--- config.mk ---
export PLATFORM = sky130hd
export DESIGN_NAME = eu_wakeup_iqueue_flat
export DESIGN_NICKNAME = d
export VERILOG_FILES = /design/src/rtl/eu_wakeup_iqueue_pkg.sv /design/src/rtl/eu_wakeup_iqueue_if.sv /design/src/rtl/eu_wakeup_match.sv /design/src/rtl/eu_wakeup_iqueue.sv /design/src/flat_wrapper.sv
export SDC_FILE = /design/constraint.sdc
export NUM_CORES = 1
export LEC_CHECK = 0
export ABC_AREA = 1
export CAP_MARGIN = 20
export CORE_ASPECT_RATIO = 0.5
export CORE_UTILIZATION = 40
export CTS_CLUSTER_SIZE = 24
export DETAILED_ROUTE_END_ITERATION = 12
export GPL_ROUTABILITY_DRIVEN = 0
export GPL_TIMING_DRIVEN = 0
export PLACE_DENSITY = 0.59
export REMOVE_ABC_BUFFERS = 1
export SETUP_SLACK_MARGIN = 0.15
export SLEW_MARGIN = 30
export SYNTH_ARGS = -nofsm -noshare
export SYNTH_HDL_FRONTEND = slang
export SYNTH_SLANG_ARGS = --single-unit
--- constraint.sdc ---
create_clock -name clk -period 2.5 [get_ports clk]
set_input_delay 0.375 -clock clk [delete_from_list [all_inputs] [get_ports clk]]
set_output_delay 0.375 -clock clk [all_outputs]
set_load 0.005 [all_outputs]
--- src/rtl/eu_wakeup_iqueue_pkg.sv ---
// Shared types and default sizes for the execution-unit wakeup instruction queue.
//
// Contents:
//   EU_LOG2_WIQUEUE_DEPTH : default log2 of the queue depth
//   EU_NUM_SRC            : default source operands per instruction
//   EU_NUM_WAKE           : default wakeup broadcast channels
//   EU_ADDR_W             : default operand/destination tag width
//   EU_OPCODE_W           : default opcode width
//   type_wiq_entry        : one queue entry at the default sizes
package eu_wakeup_iqueue_pkg;

  localparam int EU_LOG2_WIQUEUE_DEPTH = 2;
  localparam int EU_NUM_SRC            = 2;
  localparam int EU_NUM_WAKE           = 2;
  localparam int EU_ADDR_W             = 6;
  localparam int EU_OPCODE_W           = 5;

  typedef struct packed {
    logic                                 valid;
    logic [EU_OPCODE_W-1:0]               opcode;
    logic [EU_ADDR_W-1:0]                 opd;
    logic [EU_NUM_SRC-1:0][EU_ADDR_W-1:0] src;
    logic [EU_NUM_SRC-1:0]                src_rdy;
  } type_wiq_entry;

endpackage

--- src/rtl/eu_wakeup_iqueue_if.sv ---
// Bus interface of the wakeup instruction queue: dispatch, wakeup broadcast,
// issue handshake, flush and occupancy.
//
// Modports:
//   master : the side that dispatches, broadcasts wakeups and accepts issues
//   slave  : the queue itself
interface eu_wakeup_iqueue_if #(
  parameter int LOG2_DEPTH = eu_wakeup_iqueue_pkg::EU_LOG2_WIQUEUE_DEPTH,
  parameter int NUM_SRC    = eu_wakeup_iqueue_pkg::EU_NUM_SRC,
  parameter int NUM_WAKE   = eu_wakeup_iqueue_pkg::EU_NUM_WAKE,
  parameter int ADDR_W     = eu_wakeup_iqueue_pkg::EU_ADDR_W,
  parameter int OPCODE_W   = eu_wakeup_iqueue_pkg::EU_OPCODE_W
);

  logic                         dispatch_valid_i;
  logic                         dispatch_ready_o;
  logic [OPCODE_W-1:0]          dispatch_opcode_i;
  logic [ADDR_W-1:0]            dispatch_opd_i;
  logic [NUM_SRC*ADDR_W-1:0]    dispatch_src_i;
  logic [NUM_SRC-1:0]           dispatch_src_rdy_i;

  logic [NUM_WAKE-1:0]          wake_valid_i;
  logic [NUM_WAKE*ADDR_W-1:0]   wake_addr_i;

  logic                         issue_valid_o;
  logic                         issue_ready_i;
  logic [OPCODE_W-1:0]          issue_opcode_o;
  logic [ADDR_W-1:0]            issue_opd_o;
  logic [NUM_SRC*ADDR_W-1:0]    issue_src_o;

  logic                         flush_i;
  logic [LOG2_DEPTH:0]          count_o;
  logic                         empty_o;

  modport master (
    output dispatch_valid_i, dispatch_opcode_i, dispatch_opd_i,
    output dispatch_src_i, dispatch_src_rdy_i,
    output wake_valid_i, wake_addr_i,
    output issue_ready_i, flush_i,
    input  dispatch_ready_o, issue_valid_o, issue_opcode_o,
    input  issue_opd_o, issue_src_o, count_o, empty_o
  );

  modport slave (
    input  dispatch_valid_i, dispatch_opcode_i, dispatch_opd_i,
    input  dispatch_src_i, dispatch_src_rdy_i,
    input  wake_valid_i, wake_addr_i,
    input  issue_ready_i, flush_i,
    output dispatch_ready_o, issue_valid_o, issue_opcode_o,
    output issue_opd_o, issue_src_o, count_o, empty_o
  );

endinterface

--- src/rtl/eu_wakeup_match.sv ---
// Combinational tag comparator: checks NUM_SRC source addresses against
// NUM_WAKE wakeup broadcasts and flags every source that matches a valid
// channel on the full address width.
//
// Ports:
//   src        : source addresses, src k in [k*ADDR_W +: ADDR_W]
//   wake_valid : per-channel broadcast strobe
//   wake_addr  : per-channel broadcast address
//   hit        : per-source match flag
module eu_wakeup_match #(
  parameter int NUM_SRC  = 2,
  parameter int NUM_WAKE = 2,
  parameter int ADDR_W   = 6
) (
  input  logic [NUM_SRC*ADDR_W-1:0]  src,
  input  logic [NUM_WAKE-1:0]        wake_valid,
  input  logic [NUM_WAKE*ADDR_W-1:0] wake_addr,
  output logic [NUM_SRC-1:0]         hit
);

  always_comb begin
    hit = '0;
    for (int k = 0; k < NUM_SRC; k++) begin
      for (int j = 0; j < NUM_WAKE; j++) begin
        if (wake_valid[j] &&
            (wake_addr[j*ADDR_W +: ADDR_W] == src[k*ADDR_W +: ADDR_W])) begin
          hit[k] = 1'b1;
        end
      end
    end
  end

endmodule

--- src/rtl/eu_wakeup_iqueue.sv ---
// Execution-unit wakeup instruction queue. A circular buffer holds dispatched
// instructions until every source operand has been seen, then issues them
// strictly in order from the head over a valid/ready handshake.
//
// Ports:
//   clk   : clock, all state on the rising edge
//   reset : asynchronous active-high reset
//   q     : slave side of eu_wakeup_iqueue_if (dispatch, wakeup, issue,
//           flush, count/empty)
module eu_wakeup_iqueue
  import eu_wakeup_iqueue_pkg::*;
#(
  parameter int LOG2_DEPTH = EU_LOG2_WIQUEUE_DEPTH,
  parameter int NUM_SRC    = EU_NUM_SRC,
  parameter int NUM_WAKE   = EU_NUM_WAKE,
  parameter int ADDR_W     = EU_ADDR_W,
  parameter int OPCODE_W   = EU_OPCODE_W
) (
  input  logic             clk,
  input  logic             reset,
  eu_wakeup_iqueue_if.slave q
);

  localparam int DEPTH = 1 << LOG2_DEPTH;
  localparam int CNT_W = LOG2_DEPTH + 1;

  logic [LOG2_DEPTH-1:0]     wr_ptr;
  logic [LOG2_DEPTH-1:0]     rd_ptr;
  logic [CNT_W-1:0]          count;
  logic [DEPTH-1:0]          ent_valid;
  logic [NUM_SRC-1:0]        ent_rdy    [DEPTH];
  logic [OPCODE_W-1:0]       ent_opcode [DEPTH];
  logic [ADDR_W-1:0]         ent_opd    [DEPTH];
  logic [NUM_SRC*ADDR_W-1:0] ent_src    [DEPTH];

  logic [NUM_SRC-1:0]        ent_hit    [DEPTH];
  logic [NUM_SRC-1:0]        disp_hit;

  logic full;
  logic head_valid;
  logic do_disp;
  logic do_issue;

  // Wakeup matching: one comparator per stored entry, one for the dispatch path
  for (genvar g = 0; g < DEPTH; g++) begin : g_ent_match
    eu_wakeup_match #(
      .NUM_SRC  (NUM_SRC),
      .NUM_WAKE (NUM_WAKE),
      .ADDR_W   (ADDR_W)
    ) u_match (
      .src        (ent_src[g]),
      .wake_valid (q.wake_valid_i),
      .wake_addr  (q.wake_addr_i),
      .hit        (ent_hit[g])
    );
  end

  eu_wakeup_match #(
    .NUM_SRC  (NUM_SRC),
    .NUM_WAKE (NUM_WAKE),
    .ADDR_W   (ADDR_W)
  ) u_disp_match (
    .src        (q.dispatch_src_i),
    .wake_valid (q.wake_valid_i),
    .wake_addr  (q.wake_addr_i),
    .hit        (disp_hit)
  );

  // Handshake decode from registered state; flush suppresses both transfers
  assign full       = (count == CNT_W'(DEPTH));
  assign head_valid = ent_valid[rd_ptr];
  assign do_disp    = q.dispatch_valid_i && !full && !q.flush_i;
  assign do_issue   = q.issue_valid_o && q.issue_ready_i && !q.flush_i;

  // Control state: pointers, occupancy, valid and ready bits
  always_ff @(posedge clk or posedge reset) begin
    if (reset) begin
      wr_ptr    <= '0;
      rd_ptr    <= '0;
      count     <= '0;
      ent_valid <= '0;
      for (int i = 0; i < DEPTH; i++) ent_rdy[i] <= '0;
    end else if (q.flush_i) begin
      wr_ptr    <= '0;
      rd_ptr    <= '0;
      count     <= '0;
      ent_valid <= '0;
      for (int i = 0; i < DEPTH; i++) ent_rdy[i] <= '0;
    end else begin
      // Ready bits only accumulate while an entry lives
      for (int i = 0; i < DEPTH; i++) begin
        if (ent_valid[i]) ent_rdy[i] <= ent_rdy[i] | ent_hit[i];
      end
      if (do_issue) begin
        ent_valid[rd_ptr] <= 1'b0;
        rd_ptr            <= rd_ptr + LOG2_DEPTH'(1);
      end
      // The write slot is never valid when dispatch is accepted, so this
      // cannot collide with the wakeup update above
      if (do_disp) begin
        ent_valid[wr_ptr] <= 1'b1;
        ent_rdy[wr_ptr]   <= q.dispatch_src_rdy_i | disp_hit;
        wr_ptr            <= wr_ptr + LOG2_DEPTH'(1);
      end
      case ({do_disp, do_issue})
        2'b10:   count <= count + CNT_W'(1);
        2'b01:   count <= count - CNT_W'(1);
        default: count <= count;
      endcase
    end
  end

  // Payload storage: written on accepted dispatch only, never reset
  always_ff @(posedge clk) begin
    if (do_disp) begin
      ent_opcode[wr_ptr] <= q.dispatch_opcode_i;
      ent_opd[wr_ptr]    <= q.dispatch_opd_i;
      ent_src[wr_ptr]    <= q.dispatch_src_i;
    end
  end

  // Outputs: purely from registered state; payload forced to zero when the
  // head slot is empty so unreset storage never reaches the pins
  assign q.dispatch_ready_o = !full;
  assign q.issue_valid_o    = head_valid && (&ent_rdy[rd_ptr]);
  assign q.issue_opcode_o   = head_valid ? ent_opcode[rd_ptr] : '0;
  assign q.issue_opd_o      = head_valid ? ent_opd[rd_ptr]    : '0;
  assign q.issue_src_o      = head_valid ? ent_src[rd_ptr]    : '0;
  assign q.count_o          = count;
  assign q.empty_o          = (count == '0);

endmodule

--- src/flat_wrapper.sv ---
// flat-port wrapper written by rule: the top's interface ports become plain ports
module eu_wakeup_iqueue_flat import eu_wakeup_iqueue_pkg::*;
#(
  parameter int LOG2_DEPTH = EU_LOG2_WIQUEUE_DEPTH,
  parameter int NUM_SRC    = EU_NUM_SRC,
  parameter int NUM_WAKE   = EU_NUM_WAKE,
  parameter int ADDR_W     = EU_ADDR_W,
  parameter int OPCODE_W   = EU_OPCODE_W
)
  (clk, reset, q_dispatch_valid_i, q_dispatch_opcode_i, q_dispatch_opd_i, q_dispatch_src_i, q_dispatch_src_rdy_i, q_wake_valid_i, q_wake_addr_i, q_issue_ready_i, q_flush_i, q_dispatch_ready_o, q_issue_valid_o, q_issue_opcode_o, q_issue_opd_o, q_issue_src_o, q_count_o, q_empty_o);
  eu_wakeup_iqueue_if #(.LOG2_DEPTH(LOG2_DEPTH), .NUM_SRC(NUM_SRC), .NUM_WAKE(NUM_WAKE), .ADDR_W(ADDR_W), .OPCODE_W(OPCODE_W)) q_i ();
  input  logic clk;
  input  logic reset;
  input wire logic [$bits(q_i.dispatch_valid_i)-1:0] q_dispatch_valid_i;
  input wire logic [$bits(q_i.dispatch_opcode_i)-1:0] q_dispatch_opcode_i;
  input wire logic [$bits(q_i.dispatch_opd_i)-1:0] q_dispatch_opd_i;
  input wire logic [$bits(q_i.dispatch_src_i)-1:0] q_dispatch_src_i;
  input wire logic [$bits(q_i.dispatch_src_rdy_i)-1:0] q_dispatch_src_rdy_i;
  input wire logic [$bits(q_i.wake_valid_i)-1:0] q_wake_valid_i;
  input wire logic [$bits(q_i.wake_addr_i)-1:0] q_wake_addr_i;
  input wire logic [$bits(q_i.issue_ready_i)-1:0] q_issue_ready_i;
  input wire logic [$bits(q_i.flush_i)-1:0] q_flush_i;
  output wire logic [$bits(q_i.dispatch_ready_o)-1:0] q_dispatch_ready_o;
  output wire logic [$bits(q_i.issue_valid_o)-1:0] q_issue_valid_o;
  output wire logic [$bits(q_i.issue_opcode_o)-1:0] q_issue_opcode_o;
  output wire logic [$bits(q_i.issue_opd_o)-1:0] q_issue_opd_o;
  output wire logic [$bits(q_i.issue_src_o)-1:0] q_issue_src_o;
  output wire logic [$bits(q_i.count_o)-1:0] q_count_o;
  output wire logic [$bits(q_i.empty_o)-1:0] q_empty_o;
  assign q_i.dispatch_valid_i = q_dispatch_valid_i;
  assign q_i.dispatch_opcode_i = q_dispatch_opcode_i;
  assign q_i.dispatch_opd_i = q_dispatch_opd_i;
  assign q_i.dispatch_src_i = q_dispatch_src_i;
  assign q_i.dispatch_src_rdy_i = q_dispatch_src_rdy_i;
  assign q_i.wake_valid_i = q_wake_valid_i;
  assign q_i.wake_addr_i = q_wake_addr_i;
  assign q_i.issue_ready_i = q_issue_ready_i;
  assign q_i.flush_i = q_flush_i;
  assign q_dispatch_ready_o = q_i.dispatch_ready_o;
  assign q_issue_valid_o = q_i.issue_valid_o;
  assign q_issue_opcode_o = q_i.issue_opcode_o;
  assign q_issue_opd_o = q_i.issue_opd_o;
  assign q_issue_src_o = q_i.issue_src_o;
  assign q_count_o = q_i.count_o;
  assign q_empty_o = q_i.empty_o;
  eu_wakeup_iqueue #(.LOG2_DEPTH(LOG2_DEPTH), .NUM_SRC(NUM_SRC), .NUM_WAKE(NUM_WAKE), .ADDR_W(ADDR_W), .OPCODE_W(OPCODE_W)) u_core (.clk(clk), .reset(reset), .q(q_i));
endmodule
==> results of run 1 <==
where the power goes:
group	internal [µW]	switching [µW]	total, µW
Combinational	270	384	655
Clock	751	833	1580
Sequential	2060	40.2	2100
repair_timing:
action / in CTS / in global routing
hold endpoints to repair: 0 / 0
pin swaps: 2 / 10
endpoints found under the setup margin: 33 / 28
buffers inserted: 18 / 19
gates resized for setup: 38 / 80
cloned: 5 / 2
hold buffers: 0 / 0
final timing paths:
check | endpoint | cells after the start
worst max-delay path | q_issue_opd_o[0] | 8
worst min-delay path | u_core.q.count_o[2] | 2
worst max register to register | u_core.q.count_o[2] | 16
worst min register to register | u_core.ent_rdy[4] | 3
max in group asynchronous | u_core.rd_ptr[1] | 2
min in group clk | u_core.ent_rdy[4] | 3
logic make-up after synthesis:
family,after synthesis,share of synthesized area
and+or+nand+nor,365,0.245
DFF,111,0.494
buffers and inverters,132,0.0819
xor gates and xnor gates,19,0.0254
adders and majority gates,9,0.0183
AOI/OAI and AO/OA,163,0.135
metal layers:
layer	track usage	vias to the layer above
met5	0	-
met4	0.0521	0
met3	0.0562	26
met2	0.381	354
met1	0.380	2848
li1	-	2869
final cells by class:
class,count,area [µm²],share of cell area
clock buffer,9,225,0.0269
timing repair buffer,112,1170,0.139
tap,221,277,0.0330
sequential,111,3250,0.387
clock inverter,7,104,0.0124
inverter,98,395,0.0472
timing repair inverter,3,76.3,0.00910
multi-input combinational,558,2900,0.345
cell usage in the layout, fill, tap and decap left out, types with 4 or more instances in the layout:
cell,netlist,layout
nand2_1,214,207
edfxtp_1,92,92
inv_1,84,82
nor2_1,63,63
o21ai_0,77,61
clkdlybuf4s50_1,0,48
a21oi_1,44,38
o22ai_1,28,28
nand3_1,27,26
buf_4,2,21
nand4_1,18,18
o21ai_1,1,17
dfrtp_1,19,17
nor3_1,15,15
xor2_1,14,14
inv_2,13,13
nand2_2,3,9
o211ai_1,9,9
clkbuf_16,0,9
buf_6,2,9
ha_1,8,8
a21oi_2,1,7
clkbuf_2,0,7
dlygate4sd2_1,0,7
or2_1,5,5
dlymetal6s2s_1,0,5
buf_12,0,5
nand3_2,5,4
xnor2_1,5,4
clkdlybuf4s15_1,0,4
flip-flops by register name (all words and copies together) (netlist names):
signal / cells
u_core.ent_opcode: 20
u_core.ent_opd: 24
u_core.ent_rdy: 8
u_core.ent_src: 48
u_core.ent_valid: 4
u_core.q.count_o: 3
u_core.rd_ptr: 2
u_core.wr_ptr: 2
metrics by stage:
stage	instance area, µm²	utilization	setup TNS (ns)	std cells	power [µW]
finish	8380	0.534	0	1119	4340
global route	8380	0.534	-0.0736	1119	4460
CTS	8070	0.514	-0.221	1098	4280
detailed placement	7420	0.472	-15.43	1059	2700
global placement	7380	0.470	-57.93	1058	2700
floorplan	6390	-	-0.849	765	2400
==> reports/qor_table.md, run 1 <==
| Stage | Quantity | Value |
|---|---|---|
| status | Outcome | finished clean |
| power and ir drop | Leakage | 0.00369 µW |
| global route | Maximum number of pins on one net before global-route repair | 30 |
| route | Final wirelength | 22000 µm |
| finish | Proportion of layout cells with a drive suffix above 1 | 0.135 |
| sta | # setup viols final | 0 |
| worst setup path | Cell at the slowest stage of the critical path | dfrtp_4 |
| sta | Number of slew-limit violations in the final report | 0 |
| global route | Overall Global Routing Usage | 0.256 |
| min path | Worst hold path class | in2async |
| cts | Num Clock Sinks | 111 |
| sta | Worst hold slack after final layout | 0.468 ns |
| route | Met2 wire length | 9210 µm |
| sta | Clock period minus final worst setup slack | 2.47 ns |
| worst setup path | Endpoint kind of the worst setup timing path | primary output |
| sta | Least setup slack across all paths after layout | 0.0344 ns |
| flow run | Number of maximum-capacitance constraint violations | 0 |
| cts | Max H-tree Level | 3 |
| power and ir drop | Power Density | 517 nW/µm² |
| synthesis | Synth cell types | 39 |
| cts | CTS tree | built |
| cts | Clock buffer depth | 2 |
| finish | Layout net count | 946 |
| sta | Unrepaired setup endpoints after global routing | yes |
| worst setup path | CP Launch Type | register |
| synthesis | Share of flip-flops with an asynchronous set or reset | 0.171 |
| floorplan | Die ar. | 16900 µm² |
| route | Number of nets with antenna violations after detailed routing | 0 |
| synthesis | Number of flops mapped to enable cells by yosys | 92 |
| worst setup path | Startpoint of the worst-slack reg-to-reg timing path | u_core.rd_ptr[0] |
| finish | ANT cells | 0 |
| worst setup path | Cell-by-cell trace of the critical path | buf_16 -> buf_4 -> clkinv_8 -> nor2_1 -> o22ai_1 -> nand2_1 -> inv_1 -> clkdlybuf4s50_1 |
| worst setup path | Number of buffer and inverter instances along the worst setup path | 5 |
| route | Via/cell ratio | 5.45 |
| worst setup path | WP data required | 2.12 ns |
| floorplan | Vertical die dimension | 92.5 µm |
| route | Drt first-iter violations | 701 |
| worst setup path | Highest net fanout along the worst path | 7 |
| floorplan | Die Width | 183 µm |
| global route | Global-route wire length before repair | 32100 µm |
| synthesis | Most area-hungry cell type in the Yosys netlist | edfxtp_1 |
| synthesis | Most used standard cells in the synthesized netlist | nand2_1, edfxtp_1, inv_1, o21ai_0, nor2_1 |
| finish | Number of filler cells placed in the layout | 1454 |
| route | DRC violation count after routing | 0 |
| sta | Final setup skew | 0.0104 ns |
| worst setup path | Dominant delay contributor by cell family on the critical path | buffers and inverters |
| synthesis | Synthesis-stage register bit count | 111 |
| synthesis | Leading register cell type out of synthesis | edfxtp_1 |
| global route | Number of global-route vias before repair | 5520 |
| worst setup path | Stage delay of the slowest cell on the critical path | 0.54 ns |
| synthesis | Cells after synthesis | 799 |
| cts | Later-pin clock latency in the skew report | 0.36 ns |
| floorplan | Initial cell density of the core | 0.418 |
| global route | Overflow left after global routing | 0 |
| synthesis | Yosys warns | 0 |
| sta | Period utilization | 0.986 |
| synthesis | Summed instance area of the synthesized netlist | 6560 µm² |
| worst setup path | Arrival @ worst endpoint | 2.09 ns |
| route | Routed wl met3 | 2460 µm |
| route | Number of iterations in the first detailed-routing pass | 6 |
| global route | Number of antenna violations at the first check in global routing | 0 |
| synthesis | Mean area per synthesized cell | 8.20 µm² |
| route | DR top layer | met4 |
| synthesis | Cell types with the largest area share after synthesis | edfxtp_1, nand2_1, dfrtp_1, o21ai_0, inv_1 |
| route | Wire length on met1 | 10100 µm |
| route | Total number of vias | 6097 |
| worst setup path | Crit. Startpoint | u_core.rd_ptr[0] |
| floorplan | Core outline area | 15700 µm² |
| finish | Area growth syn-to-layout | 27.9% |
| placed design | DP Wirelength | 13000 µm |
| synthesis | Most used standard cell by instance count after synthesis | nand2_1 |
| power and ir drop | Maximum resistive drop on vdd | 423 µV |
| worst setup path | Crit path kind | reg2out |
| cts | Clock buffers created by TritonCTS | 9 |
| synthesis | Sequential element share of the synthesized area | 0.494 |
| floorplan | Number of placed I/O pins | 73 |
| sta | Slew at the pin with the worst max-slew slack | 0.826 ns |
| cts | Clk slew on worst S/H paths | 0.09 ns |
| placed design | Count of input and output buffers | 72 |
| placed design | DP Worst Slack | -0.585 ns |
| cts | Root buffer cell | clkbuf_16 |
| sta | Achievable Freq | 0.406 GHz |
| sta | Final hold violation count | 0 |
| sta | Max transition margin | 0.449 |
| route | Routed WL per cell | 19.7 µm |
| worst setup path | Register-to-Register Setup Slack | 0.15 ns |
| synthesis | Share of the synthesized area in the top cell type | 0.421 |
| floorplan | Placement Rows | 32 |
Note: power is estimated with default switching activity, not from simulation.
==> run 2: changes to the inputs <==
--- a/config.mk
+++ b/config.mk
@@ -8,12 +8,12 @@
 export ABC_AREA = 1
 export CAP_MARGIN = 20
 export CORE_ASPECT_RATIO = 0.5
-export CORE_UTILIZATION = 40
+export CORE_UTILIZATION = 57
 export CTS_CLUSTER_SIZE = 24
 export DETAILED_ROUTE_END_ITERATION = 12
 export GPL_ROUTABILITY_DRIVEN = 0
 export GPL_TIMING_DRIVEN = 0
-export PLACE_DENSITY = 0.59
+export PLACE_DENSITY = 0.8
 export REMOVE_ABC_BUFFERS = 1
 export SETUP_SLACK_MARGIN = 0.15
 export SLEW_MARGIN = 30
==> reports/qor_table.md, run 2 (synthesis gave the netlist of run 1 again) <==
| Stage | Quantity | Value | Delta |
|---|---|---|---|
| finish | End-of-flow core utilization | 0.740 | +0.206 |
| worst setup path | Dominant delay contributor by cell family on the critical path | buffers and inverters |  |
| global route | Maximum number of pins on one net before global-route repair | 30 | unchanged |
| power and ir drop | Fraction of power spent switching nets | 0.287 | -0.00274 |
| power and ir drop | Switching power summed over all nets | 1220 µW | -2.6% |
| worst setup path | Crit. Startpoint | u_core.rd_ptr[0] |  |
| power and ir drop | Power Density | 520 nW/µm² | +0.54% |
| worst setup path | Cell at the slowest stage of the critical path | dfrtp_4 |  |
| worst setup path | Startpoint of the worst-slack reg-to-reg timing path | u_core.rd_ptr[0] |  |
| worst setup path | Highest net fanout along the worst path | 6 | -1 |
| power and ir drop | Register share of total power | 0.494 | +0.010 |
| finish | Largest register FFs | 48 | unchanged |
| finish | Area growth syn-to-layout | 25.1% |  |
| global route | Overflow left after global routing | 0 | unchanged |
| floorplan | Number of placed I/O pins | 73 | unchanged |
| cts | Later-pin clock latency in the skew report | 0.37 ns | about the same |
| sta | Unrepaired setup endpoints after global routing | yes |  |
| cts | Max H-tree Level | 3 | unchanged |
| finish | Final std cells w/o fill | 1040 | -7.1% |
| cts | Clock buffers created by TritonCTS | 9 | unchanged |
| route | Routed WL per cell | 21.2 µm | +7.7% |
| finish | ANT cells | 0 | unchanged |
| route | Number of iterations in the first detailed-routing pass | 10 | +4 |
| route | Total number of vias | 6470 | +6.1% |
| cts | Hold buffers post-CTS | 0 | unchanged |
| floorplan | Die Width | 154 µm | -16% |
| worst setup path | Number of buffer and inverter instances along the worst setup path | 8 | +3 |
| floorplan | Vertical die dimension | 77.8 µm | -16% |
| sta | Slew at the pin with the worst max-slew slack | 0.787 ns | -0.0390 ns |
| placed design | DP Worst Slack | -0.799 ns | -0.214 ns |
| cts | Clock buffer depth | 2 | unchanged |
| placed design | Dpl cells | 983 | -7.2% |
| power and ir drop | Power Internal | 3040 µW | -1.3% |
| sta | Final setup skew | 0.00655 ns | -0.00383 ns |
| cts | Root buffer cell | clkbuf_16 |  |
| flow run | Number of maximum-capacitance constraint violations | 0 | unchanged |
| finish | Proportion of layout cells with a drive suffix above 1 | 0.158 | +0.0228 |
| sta | Period utilization | 0.960 | -0.0266 |
| placed design | Count of input and output buffers | 72 | unchanged |
| route | Drt first-iter violations | 1270 | +81% |
| worst setup path | Register-to-Register Setup Slack | 0.15 ns | about the same |
| route | Via/cell ratio | 6.22 | +14% |
| power and ir drop | Maximum resistive drop on vdd | 401 µV | -5.1% |
| floorplan | Core outline area | 11100 µm² | -29% |
| cts | Clk slew on worst S/H paths | 0.08 ns | about the same |
| sta | Least setup slack across all paths after layout | 0.101 ns | +0.0665 ns |
| worst setup path | CP Launch Type | register |  |
| min path | Worst hold path class | in2async |  |
| worst setup path | Stage delay of the slowest cell on the critical path | 0.50 ns | -0.04 ns |
| sta | Final hold violation count | 0 | unchanged |
| floorplan | Die ar. | 12000 µm² | -29% |
| route | Number of nets with antenna violations after detailed routing | 0 | unchanged |
| worst setup path | Endpoint kind of the worst setup timing path | primary output |  |
| finish | Leading cell types in the layout, fill and taps excluded | nand2_1, edfxtp_1, inv_1, nor2_1, o21ai_0 |  |
| route | DRC violation count after routing | 0 | unchanged |
| finish | Layout net count | 943 | -0.32% |
| power and ir drop | Relative contribution of the clock network to total power | 0.350 | -0.015 |
| global route | Overall Global Routing Usage | 0.352 | +0.0958 |
| route | Final wirelength | 22000 µm | +0.14% |
| sta | # setup viols final | 0 | unchanged |
| cts | CTS tree | built |  |
| floorplan | Placement Rows | 27 | -16% |
| sta | Achievable Freq | 0.417 GHz | +2.8% |
| global route | Global-route wire length before repair | 31400 µm | -2.4% |
| floorplan | Initial cell density of the core | 0.592 | +0.174 |
| power and ir drop | Combinational group share of total power | 0.156 | +0.005 |
| power and ir drop | Leakage | 0.00362 µW | -2.1% |
| cts | Num Clock Sinks | 111 | unchanged |
| global route | Number of antenna violations at the first check in global routing | 0 | unchanged |
| finish | Top Registers | u_core.ent_src (48), u_core.ent_opd (24), u_core.ent_opcode (20) |  |
| finish | Largest register by flop count | u_core.ent_src |  |
| placed design | DP Wirelength | 11900 µm | -8.9% |
| finish | Leading cell type in the layout, fill and taps excluded | nand2_1 |  |
| sta | Accumulated negative setup slack | 0 ns | unchanged |
| worst setup path | WP data required | 2.12 ns | about the same |
| status | Outcome | finished clean |  |
| worst setup path | Arrival @ worst endpoint | 2.02 ns | -0.07 ns |
| sta | Number of slew-limit violations in the final report | 0 | unchanged |
| global route | Number of global-route vias before repair | 5851 | +6.0% |
| worst setup path | Crit path kind | reg2out |  |
| sta | Max transition margin | 0.475 | +0.0260 |
| sta | Worst hold slack after final layout | 0.455 ns | -0.0127 ns |
| sta | Clock period minus final worst setup slack | 2.40 ns | -0.0665 ns |
| worst setup path | Cell-by-cell trace of the critical path | buf_16 -> buf_12 -> inv_16 -> nand2_8 -> nand2_4 -> nand2_8 -> nand2_4 -> buf_8 -> buf_6 -> buf_6 -> nand2_2 -> inv_2 -> clkbuf_2 |  |
[run 2: timing repair]
action,in CTS,in global routing
buffers inserted,19,16
pin swaps,3,21
cloned,5,1
endpoints found under the setup margin,33,30
gates resized for setup,48,122
[run 2: final timing paths]
check                                 endpoint  depth (start not counted)
max in group asynchronous     u_core.rd_ptr[1]                          2
min in group clk             u_core.ent_rdy[4]                          3
setup reg to reg           u_core.q.count_o[2]                         17
hold reg to reg              u_core.ent_rdy[4]                          3
setup / recovery              q_issue_src_o[0]                         13
hold / removal               u_core.ent_rdy[5]                          2
[run 2: power by group through the flow]
stage / sequential [µW] / combinational (µW) / clock (µW)
finish: 2110 / 667 / 1490
CTS: 2100 / 594 / 1470
detailed placement: 2140 / 550 / 0
floorplan: 2130 / 271 / 0
global route: 2110 / 710 / 1550
global placement: 2140 / 537 / 0
[run 2: metal layers]
| layer | wire length [µm] | part of all wire | track usage | vias to the layer above |
|---|---|---|---|---|
| met5 | 26 | 0.0012 | 0 | - |
| met4 | 911 | 0.041 | 0.143 | 2 |
| met3 | 3400 | 0.15 | 0.112 | 116 |
| met2 | 9630 | 0.44 | 0.535 | 562 |
| met1 | 8060 | 0.37 | 0.468 | 2934 |
| li1 | - | - | - | 2856 |
[run 2: worst reg2reg max path: stages (launching register included)]
cell and delay (ns):
dfrtp_4 0.50, buf_16 0.16, buf_12 0.13, inv_16 0.06, buf_4 0.13, nand3_4 0.07
nand3_4 0.12, inv_4 0.05, nor2_4 0.13, nand4_4 0.13, inv_2 0.09, fa_2 0.19
xnor2_1 0.13, inv_1 0.06, nand2_1 0.09, nand2_1 0.08, nand2_1 0.08, nand2_1 0.05
[run 2: per-stage QoR]
step,power (µW),area (µm²)
after floorplan,2400,6390
after global placement,2670,7290
after detailed placement,2690,7320
after CTS,4160,7920
after global routing,4370,8200
final,4270,8200
[run 2: final cells by class]
class                      count  area [µm²]
clock buffer                   9         225
multi-input combinational    557        2940
timing repair buffer         109        1060
sequential                   111        3250
fill                         777        2880
tap                          145         181
inverter                      98         398
clock inverter                 7        78.8
timing repair inverter         4        68.8
